**src/rtl/lvds_input_read.sv**
```systemverilog
// AXI4-Lite read responder for lvds_input: serves CR/DSIZE from the write block,
// plus clear-on-read sticky status (SR) and a saturating sample counter (SCNT).
module lvds_input_read (
  input  logic        i_aclk,
  input  logic        i_areset,
  input  logic [31:0] i_araddr,
  input  logic        i_arvalid,
  output logic        o_arready,
  output logic [31:0] o_rdata,
  output logic [1:0]  o_rresp,
  output logic        o_rvalid,
  input  logic        i_rready,
  input  logic [31:0] i_dsize,
  input  logic        i_cr_test,
  input  logic        i_cr_rt,
  input  logic        i_cr_start,
  input  logic        i_busy,
  input  logic        i_done_p,
  input  logic        i_ovf_p,
  input  logic        i_sample_valid
);

  localparam logic [7:0] AXI_ADDR_CR    = 8'h00;
  localparam logic [7:0] AXI_ADDR_DSIZE = 8'h04;
  localparam logic [7:0] AXI_ADDR_SR    = 8'h08;
  localparam logic [7:0] AXI_ADDR_SCNT  = 8'h0C;
  localparam logic [1:0] RESP_OKAY      = 2'b00;
  localparam logic [1:0] RESP_SLVERR    = 2'b10;

  typedef enum logic [1:0] {S_IDLE, S_ADDR, S_RESP} state_t;

  state_t      r_state, w_state_nxt;
  logic [31:0] r_rdata, w_rdata;
  logic [1:0]  r_rresp, w_rresp;
  logic        r_done, r_ovf;
  logic [31:0] r_scnt;
  logic        w_arready, w_rvalid, w_sr_rd;
  logic        w_unused;

  // only the low byte of the address is decoded
  assign w_unused = ^i_araddr[31:8];

  always_comb begin
    w_state_nxt = r_state;
    w_arready   = 1'b0;
    w_rvalid    = 1'b0;
    case (r_state)
      S_IDLE: if (i_arvalid) w_state_nxt = S_ADDR;
      S_ADDR: begin
        w_arready   = 1'b1;
        w_state_nxt = S_RESP;
      end
      S_RESP: begin
        w_rvalid = 1'b1;
        if (i_rready) w_state_nxt = S_IDLE;
      end
      default: w_state_nxt = S_IDLE;
    endcase
  end

  always_comb begin
    w_rdata = 32'd0;
    w_rresp = RESP_OKAY;
    case (i_araddr[7:0])
      AXI_ADDR_CR:    w_rdata = {29'd0, i_cr_rt, i_cr_test, 1'b0};
      AXI_ADDR_DSIZE: w_rdata = i_dsize;
      AXI_ADDR_SR:    w_rdata = {29'd0, r_ovf, r_done, i_busy};
      AXI_ADDR_SCNT:  w_rdata = r_scnt;
      default:        w_rresp = RESP_SLVERR;
    endcase
  end

  assign w_sr_rd = (r_state == S_ADDR) && (i_araddr[7:0] == AXI_ADDR_SR);

  always_ff @(posedge i_aclk) begin
    if (i_areset) begin
      r_state <= S_IDLE;
      r_rdata <= 32'd0;
      r_rresp <= RESP_OKAY;
    end else begin
      r_state <= w_state_nxt;
      if (r_state == S_ADDR) begin
        r_rdata <= w_rdata;
        r_rresp <= w_rresp;
      end
    end
  end

  // a set pulse coinciding with the SR clear wins, so no event is lost
  always_ff @(posedge i_aclk) begin
    if (i_areset) begin
      r_done <= 1'b0;
      r_ovf  <= 1'b0;
    end else begin
      r_done <= i_done_p | (r_done & ~w_sr_rd);
      r_ovf  <= i_ovf_p  | (r_ovf  & ~w_sr_rd);
    end
  end

  always_ff @(posedge i_aclk) begin
    if (i_areset)
      r_scnt <= 32'd0;
    else if (i_cr_start)
      r_scnt <= 32'd0;
    else if (i_sample_valid && (r_scnt != 32'hFFFF_FFFF))
      r_scnt <= r_scnt + 32'd1;
  end

  assign o_arready = w_arready;
  assign o_rvalid  = w_rvalid;
  assign o_rdata   = r_rdata;
  assign o_rresp   = r_rresp;

endmodule

```
**config.mk**
```make
export PLATFORM = sky130hd
export DESIGN_NAME = lvds_input_read
export DESIGN_NICKNAME = d
export VERILOG_FILES = /design/src/rtl/lvds_input_read.sv
export SDC_FILE = /design/constraint.sdc
export NUM_CORES = 1
export LEC_CHECK = 0
export ABC_AREA = 1
export CORE_ASPECT_RATIO = 1.4
export CORE_MARGIN = 3
export CORE_UTILIZATION = 35
export CTS_BUF_LIST = sky130_fd_sc_hd__clkbuf_4
export DETAILED_ROUTE_END_ITERATION = 16
export PLACE_DENSITY_LB_ADDON = 0.08
export SLEW_MARGIN = 20
export SYNTH_ARGS = -nofsm -noshare
export SYNTH_HDL_FRONTEND = slang
export SYNTH_SLANG_ARGS = --single-unit
```
**constraint.sdc**
```tcl
create_clock -name i_aclk -period 2.1 [get_ports i_aclk]
set_clock_uncertainty 0.05 [all_clocks]
set_input_delay 0.525 -clock i_aclk [delete_from_list [all_inputs] [get_ports i_aclk]]
set_output_delay 0.525 -clock i_aclk [all_outputs]
set_load 0.02 [all_outputs]
```
# Word level (Yosys, flattened, before mapping)
# Index checks and enable logic that the tools add are counted.
dict set report word_totals {
  regBits 70
  input_bits 75
  output_inout_bits 36
  word_cells 34
}
dict set report classes {
  bitwise 5
  mux 7
  n_eq_ne 8
  addsub 1
  n_reduce_logical 7
}
# operator n
set ops {}
lappend ops {{32-bit case mux with 4 select lines} 1}
lappend ops {{32-bit by 1-bit adder with 32-bit output, second input constant} 1}
lappend ops {{32-bit inequality test, second input constant} 1}
lappend ops {{8-bit by 4-bit == test with 1-bit output, second input constant} 2}
lappend ops {{8-bit by 3-bit == test with 1-bit output, second input constant} 1}
lappend ops {{8-bit logical NOT} 1}
lappend ops {{2-bit two-way mux} 3}
lappend ops {{2-bit case mux with 3 select lines} 1}
lappend ops {{2-bit inequality test, second input constant} 2}
lappend ops {{4-bit OR reduction} 1}
lappend ops {{1-bit bitwise AND} 2}
lappend ops {{2-bit by 1-bit == test with 1-bit output, second input constant} 1}
lappend ops {{2-bit == test, second input constant} 1}
lappend ops {{1-bit logical AND} 2}
lappend ops {{2-bit logical NOT} 1}
lappend ops {{1-bit two-way mux} 2}
lappend ops {{1-bit OR} 2}
lappend ops {{2-bit AND reduction} 1}
lappend ops {{2-bit OR reduction} 1}
lappend ops {{1-bit NOT} 1}

# Longest topological paths before layout
# Gate-level depths: netlist (run 1).
dict set report logic_depth {
  ltp_word 5
  ltp_mapped 10
  depth_no_buf 10
}

# Worst setup path before layout (run 1)
# OpenSTA, ideal clock, no wires.
dict set report synth_path {
  path_type {register to output}
  startpoint {register r_state[0]}
  endpoint {output port o_arready}
  stages_incl_launch_ff 4
  t_required_ns 1.525
  path_buffers 1
  arrival_ns 1.019
  path_slack_ns 0.506
  path_cell_list {dfxtp_1 -> inv_1 -> nor2_2 -> clkbuf_1}
}
dict set report synth_between {
  elab_chain_len 2
}
# element line
set synth_lines {}
lappend synth_lines {{start, declared} 32} ;# state_t r_state, w_state_nxt;
lappend synth_lines {{start signal, assigned} 81} ;# r_state <= w_state_nxt;
lappend synth_lines {{2-bit by 1-bit == test with 1-bit output} 47} ;# case (r_state)
lappend synth_lines {{1-bit two-way mux} 47}
lappend synth_lines {{end, declared} 8} ;# output logic o_arready,
# Every way passes these cells.

# Final worst setup path (run 1)
dict set report layout_path {
  startpoint {register r_rdata[12], in the netlist o_rdata[12]}
  endpoint {output port o_rdata[12]}
}
# element line
set layout_rtl {}
lappend layout_rtl {{start, declared} 33} ;# logic [31:0] r_rdata, w_rdata;
lappend layout_rtl {{start signal, assigned} 83} ;# r_rdata <= w_rdata;
lappend layout_rtl {{end, declared} 9} ;# output logic [31:0] o_rdata,
# No word-level cell between the ends.

==> results of run 1 <==
-- cell families after synthesis --
logic type	after synthesis	synth area share (%)
compound gates	85	11.3
xor+xnor	7	1.58
fa+ha+maj	1	0.322
buf+inv	75	8.25
flops	69	35.6
other cells	1	0.0966
simple gates	377	42.9
-- cells in the mapped netlist, drive strengths merged --
| master | n |
|---|---|
| conb | 1 |
| a311oi | 1 |
| inv | 46 |
| clkbuf | 15 |
| clkinv | 1 |
| xor2 | 7 |
| nor4 | 1 |
| a21oi | 65 |
| buf | 13 |
| nor3 | 4 |
| nand4 | 5 |
| ha | 1 |
| o21ai | 18 |
| nor2 | 90 |
| nand2 | 189 |
| nand3 | 86 |
| nand3b | 2 |
| dfxtp | 69 |
| o211ai | 1 |
-- layer usage --
layer / GRT usage (%) / up-vias / wire length [um]
met3: 3.72 / 9 / 600
met2: 36.0 / 114 / 6090
met1: 24.1 / 1933 / 5350
met4: 6.80 / 0 / 119
li1: - / 2164 / -
met5: 0 / - / 0
-- cell type report --
class	count	area [um^2]	area share, %
inverters	47	176	3.43
well taps	138	173	3.36
flip-flops and latches	69	1380	26.9
repair buffers	108	1060	20.6
clock inverters	7	88.8	1.73
multi-input cells	471	2200	42.7
clock buffers	9	67.6	1.31
-- repair_timing --
item / CTS / global route
buffers inserted: 0 / 0
endpoints found under the setup margin: 2 / 1
gates resized for setup: 2 / 1
-- cells in the final DEF (no fill, tap or decap), types with 7 or more instances in the layout --
cell,Yosys,layout
dfxtp_1,69,69
nand3_1,82,82
o21ai_0,18,18
xor2_1,7,7
inv_1,44,44
nor2_2,7,8
clkdlybuf4s50_1,0,83
buf_4,1,20
clkbuf_4,2,9
nor2_1,77,75
a21oi_1,63,63
nand2_1,183,183
nor2_4,6,7
-- sequential cells by signal, summed over array words and instances (netlist names) --
signal / cells
o_rdata: 32
r_scnt: 32
r_state: 2
o_rresp: 1
r_done: 1
r_ovf: 1
-- power by group through the flow --
stage	combinational (W)	sequential [W]	clock, W
global route	0.000270	0.00132	0.00107
CTS	0.000249	0.00132	0.00102
detailed placement	0.000249	0.00135	0
global placement	0.000247	0.00135	0
floorplan	0.0000980	0.00135	0
finish	0.000248	0.00132	0.000990
-- stage by stage --
stage / hold slack, ps / power, W / worst slack (ps) / util, % / setup TNS (ps)
detailed placement: 398 / 0.00160 / -9.93 / 46.9 / -9.93
global route: 438 / 0.00266 / 38.9 / 48.4 / 0
floorplan: 370 / 0.00145 / 506 / - / 0
CTS: 414 / 0.00259 / 79.7 / 48.4 / 0
finish: 409 / 0.00256 / 111 / 48.4 / 0
global placement: 384 / 0.00160 / 7.75 / 46.9 / 0
-- how the worst max path moves through the flow --
stage	start	endpoint	slack, ps
2_1_floorplan	r_state[0]	o_arready	510
6_report	o_rdata[12]	o_rdata[12]	110
3_3_place_gp	i_sample_valid	r_scnt[20]	8
3_5_place_dp	i_sample_valid	r_scnt[20]	-10
5_1_grt	r_scnt[1]	r_scnt[1]	40
4_1_cts	o_rdata[18]	o_rdata[18]	80
==> key figures, run 1 <==
Outcome
  • Status: finished, final reports clean

Global routing
  • Vias in the first global route: 3952
  • Gr usage total: 20.2%
  • First-pass GRT wire length: 19400 um
  • Largest net degree at the start of global routing: 38
  • Total gr overflow: 0
  • Initial antenna violation count: 0

Yosys
  • Post-synth top area cell: dfxtp_1
  • Flops & latches, synth: 69
  • Cells after Synth: 615
  • Main area contributors after synthesis: dfxtp_1 36%, nand2_1 18%, nand3_1 11%
  • Syn avg cell area: 6.31 um^2
  • Net Count, Synth: 691
  • Yosys warns: 0
  • Register area share after synthesis: 35.6%
  • Syn Std Cell Area: 3880 um^2
  • Synth top area share: 35.6%
  • Post-synth cell types: 30

Worst setup path
  • Worst r2r dst: r_scnt[0]
  • Setup CP Type: reg -> out
  • Worst EP arrival: 1410 ps
  • CP delay by family, top: buffers and inverters
  • CP max-delay cell: clkdlybuf4s50_1
  • Startpoint types: flop
  • Crit-path max FO: 2
  • Reg2reg setup slack: 200 ps
  • CP required: 1520 ps
  • Critical path, cell by cell: clkdlybuf4s50_1
  • Bufs and invs on worst path: 1
  • CP max stage delay: 650 ps
  • Reg-to-reg critical path startpoint: r_scnt[1]
  • FF-to-FF path depth: 9
  • WP depth: 1
  • Setup crit end kind: primary output

Layout
  • Share of layout cells above drive strength 1: 9.42%
  • Fillcell total: 1080
  • Area Overhead vs Synth: 32.4%
  • ANT cells: 0
  • Design area: 5140 um^2
  • Post-route insts no fill: 849
  • Final nets: 782

Placement
  • Post-DP Area: 4980 um^2
  • Dpl hpwl: 9160 um
  • Final RePlAce weighted congestion: 0.915
  • Inst Count DP: 833
  • Port Buf Inserts: 85

Clocking
  • H-Tree Depth: 3
  • Longest Clk Path Bufs: 2
  • Hold Buf Count CTS: 0
  • Clk_lat worst skew: 430 ps
  • Clock slew seen by the registers of the worst setup and hold paths: 110 ps
  • CTS tree: done
  • Clock root buffer: clkbuf_4
  • CTS buffer count: 9
  • Clock sink count: 69

STA
  • Final period util: 94.7%
  • Unrepaired setup endpoints after global routing: false
  • Fin. Hold Viols: 0
  • Fin crit period: 1990 ps
  • FMAX: 503 MHz
  • Max Transition Viols Final: 0
  • Setup violations, final: 0

Die
  • Initial Utilization: 36.6%
  • Core box area: 10600 um^2
  • # rows: 44
  • Die area: 12400 um^2
  • Die H: 131 um
  • Die width: 95.0 um
  • Ports: 111

Power and ir drop
  • Gate power share: 9.7%
  • PwrDens: 498 nW/um^2
  • Clock network power share: 38.7%
  • Sequential Power Share: 51.7%
  • P_sw: 0.000643 W
  • Sw frac: 25.1%
  • Leakage: 1.82 nW
  • Internal Power: 0.00192 W
  • Worst VDD drop: 0.257 mV

Drt
  • Routed vias: 4220
  • Overall routed net length: 12200 um
  • Post-route ant nets: 0
  • Vias/cell: 4.97
  • Pre-Repair DR Iteration Count: 4
  • DR WL/cell: 14.3 um
  • Drt first-iter violations: 199
  • Number of remaining DRC errors: 0

Run
  • Max Cap Viol: 0

Worst hold path
  • Worst Hold Class: reg -> reg
  • Worst Hold Path Cells: 1
  • Hold Path End: r_state[0]
  • HP Start: r_state[0]
No activity file was read; power rests on OpenSTA's default activity.
==> run 2: changes to the inputs <==
- CORE_MARGIN: 3 -> 2
==> key figures, run 2 (synthesis gave the netlist of run 1 again) <==
Power and ir drop
  • P_sw: 0.000627 W (-2.5%)
  • Worst VDD drop: 0.207 mV (-19%)
  • Gate power share: 10.2% (+0.5 points)
  • PwrDens: 472 nW/um^2 (-5.2%)
  • Final Power: 0.00242 W (-5.4%)
  • Leakage: 1.81 nW (-0.26%)
  • Sequential Power Share: 54.6% (+2.9 points)
  • Sw frac: 25.9% (+0.76 points)
  • Clock network power share: 35.2% (-3.5 points)
  • Internal Power: 0.00180 W (-6.4%)

Die
  • Die H: 129 um (-1.5%)
  • Ports: 111 (unchanged)
  • Die width: 93.0 um (-2.1%)
  • Die area: 12000 um^2 (-3.6%)
  • Initial Utilization: 35.9% (-0.63 points)
  • # rows: 45 (+2.3%)
  • Core box area: 10800 um^2 (+1.7%)

Worst setup path
  • Worst EP arrival: 1400 ps (about the same)
  • CP max-delay cell: clkdlybuf4s50_1
  • Setup crit end kind: primary output
  • Startpoint types: flop
  • Worst r2r dst: r_scnt[20]
  • CP delay by family, top: buffers and inverters
  • Bufs and invs on worst path: 1 (unchanged)
  • Crit-path max FO: 2 (unchanged)
  • Setup CP Type: reg -> out
  • Critical path, cell by cell: clkdlybuf4s50_1
  • CP required: 1520 ps (about the same)
  • Reg2reg setup slack: 150 ps (-50 ps)
  • FF-to-FF path depth: 10 (+1)
  • CP max stage delay: 610 ps (-40 ps)
  • Reg-to-reg critical path startpoint: r_scnt[1]

Drt
  • Routed vias: 4227 (+0.17%)
  • Number of remaining DRC errors: 0 (unchanged)
  • Pre-Repair DR Iteration Count: 4 (unchanged)
  • Vias/cell: 4.94 (-0.65%)
  • Post-route ant nets: 0 (unchanged)
  • Overall routed net length: 12200 um (+0.25%)
  • DR WL/cell: 14.2 um (-0.57%)
  • Drt first-iter violations: 185 (-7.0%)

Clocking
  • Clock sink count: 69 (unchanged)
  • Post-CTS Setup Inserts: 0 (unchanged)
  • Clock slew seen by the registers of the worst setup and hold paths: 120 ps (about the same)
  • Clock root buffer: clkbuf_4
  • CTS tree: done
  • CTS buffer count: 9 (unchanged)
  • Longest Clk Path Bufs: 2 (unchanged)
  • Clk_lat worst skew: 420 ps (about the same)
  • PostCTS Resize Cnt: 2 (unchanged)
  • H-Tree Depth: 3 (unchanged)
  • Hold Buf Count CTS: 0 (unchanged)

STA
  • Fin crit period: 1980 ps (-10.8 ps)
  • Max Transition Viols Final: 0 (unchanged)
  • Unrepaired setup endpoints after global routing: false
  • Fin. Hold Viols: 0 (unchanged)
  • Final period util: 94.2% (-0.51 points)
  • Setup violations, final: 0 (unchanged)
  • PnR worst setup slack: 122 ps (+10.8 ps)
  • Setup TNS: 0 ps (unchanged)
  • FMAX: 506 MHz (+0.55%)

Global routing
  • Initial antenna violation count: 1 (+1)
  • Vias in the first global route: 3948 (-0.10%)
  • Total gr overflow: 0 (unchanged)
  • Largest net degree at the start of global routing: 38 (unchanged)
  • Gr usage total: 21.0% (+0.79 points)
  • First-pass GRT wire length: 19500 um (+0.75%)

Worst hold path
  • Hold Path End: r_state[0]
  • Worst Hold Class: reg -> reg
  • Worst Hold Path Cells: 1 (unchanged)
  • HP Start: r_state[0]

Layout
  • Share of layout cells above drive strength 1: 9.66% (+0.24 points)
  • Fillcell total: 1173 (+8.6%)
  • Area Overhead vs Synth: 32.1%
  • Most common cell after layout, fill and taps aside: nand2_1
  • Final nets: 785 (+0.38%)
  • Multi-input logic area: 2190 um^2 (-0.23%)
  • Most frequent cells in the layout: 183 x nand2_1, 83 x clkdlybuf4s50_1, 82 x nand3_1
  • Register Area: 1380 um^2 (unchanged)

Outcome
  • Status: finished, final reports clean

Placement
  • Dpl hpwl: 9260 um (+1.0%)
  • Placement Setup Slack: -42.9 ps (-33.0 ps)
  • Port Buf Inserts: 85 (unchanged)
  • Final RePlAce weighted congestion: 0.931 (+1.7%)

Run
  • Max Cap Viol: 0 (unchanged)
-- run 2: cell types whose count changed in the layout (fill, tap and decap cells not counted), sizes merged --
cell,delta
bufinv,-1
buf,+3
diode,+1
clkinvlp,+1
-- run 2: layer usage --
metal | part of all wire [%] | up-vias | track usage, %
met3 | 4.9 | 17 | 4.39
met1 | 44 | 1933 | 25.3
li1 | - | 2168 | -
met4 | 2.3 | 0 | 7.96
met5 | 0 | - | 0
met2 | 49 | 109 | 36.4
-- run 2: worst max path at each step --
stage | startpoint | end | depth (start not counted)
after floorplan | r_state[0] | o_arready | 3
after global placement | i_sample_valid | r_scnt[20] | 10
after detailed placement | i_sample_valid | r_scnt[20] | 10
after CTS | o_rdata[17] | o_rdata[17] | 1
after global routing | r_scnt[18] | r_scnt[2] | 8
final | o_rdata[17] | o_rdata[17] | 1
-- run 2: final cells by class --
cell class / count / area share [%]
Multi-Input combinational cell: 471 / 42.7
Sequential cell: 69 / 26.9
Timing Repair Buffer: 111 / 20.8
Inverter: 47 / 3.44
Tap cell: 141 / 3.44
Clock buffer: 9 / 1.32
Clock inverter: 7 / 1.27
Antenna cell: 1 / 0.0488
-- run 2: stage by stage --
step           instance area, um^2  hold slack (ps)  utilization [%]  instances
2_1_floorplan                 3880              370                -        615
3_3_place_gp                  5000              385             46.2        839
3_5_place_dp                  5000              390             46.2        839
4_1_cts                       5130              410             47.4        855
5_1_grt                       5130              444             47.5        856
6_report                      5130              411             47.5        856
-- run 2: power groups by stage --
stage	combinational (W)	clock [W]	sequential, W
finish	0.000248	0.000852	0.00132
detailed placement	0.000250	0	0.00135
global placement	0.000249	0	0.00135
global route	0.000269	0.000945	0.00132
floorplan	0.0000980	0	0.00135
CTS	0.000250	0.000895	0.00132
